==> config.mk <==
export PLATFORM = sky130hd
export DESIGN_NAME = demux_rr_feeder
export DESIGN_NICKNAME = d
export VERILOG_FILES = /design/src/rtl/demux_rr_feeder.sv
export SDC_FILE = /design/constraint.sdc
export NUM_CORES = 1
export LEC_CHECK = 0
export CAP_MARGIN = 20
export CORE_ASPECT_RATIO = 0.6
export CORE_MARGIN = 2
export CORE_UTILIZATION = 45
export DETAILED_ROUTE_END_ITERATION = 8
export GPL_TIMING_DRIVEN = 0
export PLACE_DENSITY = 0.74
export SLEW_MARGIN = 0
export SYNTH_ARGS = -nofsm -noshare
export SYNTH_HDL_FRONTEND = slang
export SYNTH_SLANG_ARGS = --single-unit
==> constraint.sdc <==
create_clock -name clk -period 3.45 [get_ports clk]
set_clock_uncertainty 0.15 [all_clocks]
set_input_delay 0.69 -clock clk [delete_from_list [all_inputs] [get_ports clk]]
set_output_delay 0.69 -clock clk [all_outputs]
set_load 0.005 [all_outputs]
==> src/rtl/demux_rr_feeder.sv <==
// demux_rr_feeder: feeds a 1-to-8 demux from a serial valid/ready frame, round-robin over enabled channels.
// Optional FEEDER_PARITY_EN adds frame_parity (XOR of bits accepted in the current frame).
module demux_rr_feeder #(
    parameter int HOLD_CYC  = 1,
    parameter int FRAME_LEN = 8
) (
    input  logic       clk,
    input  logic       rst_n,
    input  logic       start,
    input  logic [7:0] ch_mask,
    input  logic       din,
    input  logic       din_valid,
    output logic       din_ready,
    output logic       demux_in,
    output logic       demux_en,
    output logic [2:0] demux_sel,
    output logic       busy,
    output logic       frame_done,
    output logic       mask_err
`ifdef FEEDER_PARITY_EN
    ,
    output logic       frame_parity
`endif
);
    typedef enum logic [1:0] {IDLE, ACCEPT, DRIVE, DONE} state_t;
    state_t     state_q, state_d;
    logic [7:0] mask_q, mask_d, bit_cnt_q, bit_cnt_d;
    logic [3:0] hold_cnt_q, hold_cnt_d;
    logic [2:0] cur_ch_q, cur_ch_d, sel_q, sel_d, first_ch, next_ch;
    logic       ready_q, ready_d, in_q, in_d, en_q, en_d;
    logic       busy_q, busy_d, done_q, done_d, err_q, err_d;
    logic       start_ok, hs;

    assign start_ok = state_q == IDLE && start && ch_mask != '0;
    assign hs       = state_q == ACCEPT && din_valid && ready_q;

    // Descending scan so the lowest offset wins; offset 8 wraps to cur_ch itself.
    always_comb begin
        first_ch = '0;
        next_ch  = cur_ch_q;
        for (int i = 7; i >= 0; i--) begin
            if (ch_mask[i]) first_ch = 3'(i);
            if (mask_q[cur_ch_q + 3'(i + 1)]) next_ch = cur_ch_q + 3'(i + 1);
        end
    end

    always_comb begin
        state_d    = state_q;
        mask_d     = mask_q;
        cur_ch_d   = cur_ch_q;
        bit_cnt_d  = bit_cnt_q;
        hold_cnt_d = hold_cnt_q;
        ready_d    = ready_q;
        in_d       = in_q;
        en_d       = en_q;
        sel_d      = sel_q;
        done_d     = 1'b0;
        err_d      = 1'b0;
        case (state_q)
            IDLE: begin
                if (start_ok) begin
                    mask_d    = ch_mask;
                    cur_ch_d  = first_ch;
                    bit_cnt_d = '0;
                    ready_d   = 1'b1;
                    state_d   = ACCEPT;
                end else if (start) begin
                    err_d = 1'b1;
                end
            end
            ACCEPT: begin
                if (hs) begin
                    in_d       = din;
                    sel_d      = cur_ch_q;
                    en_d       = 1'b1;
                    hold_cnt_d = 4'(HOLD_CYC - 1);
                    ready_d    = 1'b0;
                    state_d    = DRIVE;
                end
            end
            DRIVE: begin
                if (hold_cnt_q == '0) begin
                    en_d      = 1'b0;
                    in_d      = 1'b0;
                    cur_ch_d  = next_ch;
                    bit_cnt_d = bit_cnt_q + 8'd1;
                    if (bit_cnt_q == 8'(FRAME_LEN - 1)) begin
                        done_d  = 1'b1;
                        state_d = DONE;
                    end else begin
                        ready_d = 1'b1;
                        state_d = ACCEPT;
                    end
                end else begin
                    hold_cnt_d = hold_cnt_q - 4'd1;
                end
            end
            default: state_d = IDLE;
        endcase
        busy_d = state_d != IDLE;
    end

    always_ff @(posedge clk or negedge rst_n) begin
        if (!rst_n) begin
            state_q    <= IDLE;
            mask_q     <= '0;
            cur_ch_q   <= '0;
            bit_cnt_q  <= '0;
            hold_cnt_q <= '0;
            ready_q    <= 1'b0;
            in_q       <= 1'b0;
            en_q       <= 1'b0;
            sel_q      <= '0;
            busy_q     <= 1'b0;
            done_q     <= 1'b0;
            err_q      <= 1'b0;
        end else begin
            state_q    <= state_d;
            mask_q     <= mask_d;
            cur_ch_q   <= cur_ch_d;
            bit_cnt_q  <= bit_cnt_d;
            hold_cnt_q <= hold_cnt_d;
            ready_q    <= ready_d;
            in_q       <= in_d;
            en_q       <= en_d;
            sel_q      <= sel_d;
            busy_q     <= busy_d;
            done_q     <= done_d;
            err_q      <= err_d;
        end
    end

`ifdef FEEDER_PARITY_EN
    logic par_q, par_d;
    assign par_d = start_ok ? 1'b0 : hs ? par_q ^ din : par_q;
    always_ff @(posedge clk or negedge rst_n) begin
        if (!rst_n) par_q <= 1'b0;
        else        par_q <= par_d;
    end
    assign frame_parity = par_q;
`endif

    assign din_ready  = ready_q;
    assign demux_in   = in_q;
    assign demux_en   = en_q;
    assign demux_sel  = sel_q;
    assign busy       = busy_q;
    assign frame_done = done_q;
    assign mask_err   = err_q;
endmodule

==> impl_metrics.yaml <==
drt:
  drt-pass1-iter-count: 4
  num_vias: 1919
  wl_mm: 5.19
  routedWlPerCell_um: 15.8
  postRouteAntennaNets: 0
  drc: 0
  drt_iter0_drc: 151
  viasPerCell: 5.85
logic_synthesis:
  yosys.area_share.simple_pct: 20.2
  yosysSeqAreaShare_pct: 36.5
  yosysMostFrequentCell: "dfrtp_1"
  yosys.area_share.adder_pct: 2.68
  synth_edf_count: 0
  synth_top_area_share_pct: 36.5
  synth_area_um2: 2330
  syn-instance-count: 235
  yosys-top-cells-area: "dfrtp_1 (36%), mux4_1 (7.9%), mux2_2 (6.8%)"
  synth_top_family_by_area: "simple AND/OR/NAND/NOR gates"
  synth-xor-area-share_pct: 3.75
  syn_avg_cell_area_um2: 9.93
  synth_compound_area_share_pct: 13.9
  ys_async_sr_fraction_pct: 100
  synthFlopType: "dfrtp_1"
  ys_types: 55
  yosysTopAreaCell: "dfrtp_1"
  synth-seq-cells: 34
  synth_warnings: 0
  ys_top_cells_by_count: "dfrtp_1 (34), nand2_1 (30), nor2_1 (21), mux2_2 (14), a21oi_1 (13)"
  synthMuxAreaShare_pct: 19.8
  syn_nets: 253
floorplan:
  die_x_um: 97.0
  ioPinCount: 22
  rows: 20
  core_um2: 5030
  die_h_um: 59.8
  initial_utilization_pct: 46.4
  dieArea_um2: 5800
timing:
  slew_headroom_pct: 50.1
  rsz0062_at_grt: "no"
  fin_crit_sh_pct: 92.5
  slew_violations: 0
  setup_ws_ps: 259
  min_period_ps: 3190
  setup_violations: 0
  max_freq_ghz: 0.313
  worst_pin_slew_ps: 749
  hold_violations: 0
clocking:
  clk_latency_ps: 290
  clk_pin_slew_ps: 70
  numCtsBuffers: 5
  cts_sinks: 34
  cts_tree: "yes"
  htreeDepth: 2
  cts_buffer_depth: 2
  cts_setup_buffers: 0
  clock-root-buffer: "clkbuf_8"
final_layout:
  fillers: 448
  drive_above_1_share_pct: 14.1
  antenna_cells: 0
  fin_area_um2: 2720
  synthToLayoutAreaGrowth_pct: 16.6
  finish.net_count: 279
  stdcell_count: 328
place:
  pre_cts_ws_ps: -144
  portBuffers: 21
  gp_congestion: 0.928
  dp_hpwl_mm: 3.91
  placed_area_um2: 2620
  dp.cells: 322
worst_hold_path:
  hold_path_class: "in2async"
status:
  status: "completed"
critical_path:
  endpoint_kind: "flop"
  rr_startpoint: "cur_ch_q[0]"
  worstPathCellList: "buf_6 -> inv_1 -> ha_4 -> mux4_1 -> mux2i_1 -> nor4b_4 -> a31oi_2 -> a21boi_1 -> o2bb2ai_1"
  critical_path_buf_inv_count: 2
  cp.depth: 9
  crit_type: "reg2reg"
  rrSetupSlack_ps: 260
  crit_required_ps: 3510
  path_delay_family: "multiplexers"
  crit_path_start_kind: "flop"
  timing.rr.end: "cur_ch_q[0]"
  cp_slowest_stage_delay_ps: 510
  worst-path-max-fanout: 12
  crit_arrival_ps: 3250
  reg2regPathDepth: 9
  critPathSlowestCell: "dfrtp_1"
pwr:
  clkPwrFrac_pct: 11.3
  switching_power_uw: 1160
  pwr-share-comb_pct: 62.0
  p_int_uw: 1530
  peakVddDrop_mv: 0.355
  cellLeakagePower_uw: 0.00114
  power_frac_seq_pct: 26.6
  p_sw_share_pct: 43.1
  power_density_nw_per_um2: 987
global_route:
  antenna_found_initial: 0
  overflow: 0
  grt_use_total_pct: 19.1
  grt_max_degree: 35
  grt_pass1_vias: 1702
  grt_pass1_wl_mm: 8.58
flow_run:
  maxCapViolCount: 0
power by group through the flow:
stage | Clock, uW | Combinational [uW] | Sequential (uW)
finish | 304 | 1670 | 716
global placement | 0 | 1600 | 698
CTS | 310 | 1630 | 697
floorplan | 0 | 1260 | 653
global route | 332 | 1810 | 743
detailed placement | 0 | 1620 | 704
layer usage:
| metal | share of wire, % | track usage [%] | vias to the layer above |
|---|---|---|---|
| met4 | 0.58 | 3.62 | 0 |
| met1 | 54 | 30.2 | 937 |
| met3 | 6.3 | 5.26 | 5 |
| met5 | 0 | 0 | - |
| met2 | 39 | 25.8 | 57 |
| li1 | - | - | 920 |
worst reg2reg max path, cell delays in order (launching register included):
cell	delay (ps)
dfrtp_1	510
buf_6	210
inv_1	150
ha_4	390
mux4_1	430
mux2i_1	340
nor4b_4	320
a31oi_2	250
a21boi_1	200
o2bb2ai_1	170
cells in the final DEF (no fill, tap or decap), types with 2 or more instances in the layout:
cell type	synthesis	layout
xor2_1	8	8
o21ai_0	9	9
nor3b_1	3	3
nand4_1	4	4
mux4_1	7	7
and3_1	5	5
inv_1	8	8
o2111ai_1	2	2
mux4_2	2	2
nor2_1	21	21
clkbuf_8	0	6
a31oi_1	2	2
nand2_1	30	30
o31ai_1	3	3
o21bai_1	2	2
nand3_1	5	5
ha_1	5	4
clkbuf_1	4	4
nor3_1	3	3
clkdlybuf4s50_1	0	20
xnor2_1	2	2
nand2b_1	4	4
mux2_2	14	14
nor4_1	5	5
mux2i_1	6	5
dfrtp_1	34	34
nor2b_1	2	2
a21oi_1	13	13
and2_1	3	3
a211oi_1	2	2
cell families after synthesis:
group                    count (synthesis)
XOR/XNOR                                10
multiplexers                            30
flip-flops                              34
AO/OA/AOI/OAI                           47
AND/OR/NAND/NOR                         92
buffers and inverters                   17
adder cells (fa/ha/maj)                  5
metrics by stage:
stage	hold WS [ps]	util (%)	power, uW	setup TNS (ps)
floorplan	244	-	1920	0
global placement	310	52.2	2290	-299
detailed placement	321	52.1	2330	-294
CTS	338	53.9	2640	0
global route	359	54.1	2890	0
finish	314	54.1	2690	0
repair_timing:
action | 4_1_cts | 5_1_grt
hold buffers | 0 | 0
resized for setup | 1 | 2
endpoints found under the setup margin | 3 | 3
flip-flops by register name, indices dropped and copies added (netlist names):
signal,count
bit_cnt_q,8
busy,1
cur_ch_q,3
demux_en,1
demux_in,1
demux_sel,3
din_ready,1
frame_done,1
hold_cnt_q,4
mask_err,1
mask_q,8
state_q,2
area by class of cell:
| type | count | area (um2) | share of cell area [%] |
|---|---|---|---|
| inverter | 9 | 33.8 | 1.24 |
| sequential | 34 | 851 | 31.3 |
| clock buffer | 7 | 86.3 | 3.17 |
| clock inverter | 1 | 5.00 | 0.184 |
| multi-input combinational | 184 | 1420 | 52.3 |
| timing repair buffer | 21 | 205 | 7.54 |
| tap | 66 | 82.6 | 3.03 |
| buffer | 6 | 35.0 | 1.29 |
how the worst max path moves through the flow:
stage | from | slack, ps | end
3_3_place_gp | cur_ch_q[1] | -120 | cur_ch_q[0]
2_1_floorplan | cur_ch_q[1] | 380 | cur_ch_q[0]
5_1_grt | cur_ch_q[0] | 110 | cur_ch_q[0]
3_5_place_dp | cur_ch_q[1] | -140 | cur_ch_q[0]
4_1_cts | cur_ch_q[1] | 80 | cur_ch_q[0]
6_report | cur_ch_q[0] | 260 | cur_ch_q[0]
Note: power is estimated with default switching activity, not from simulation.
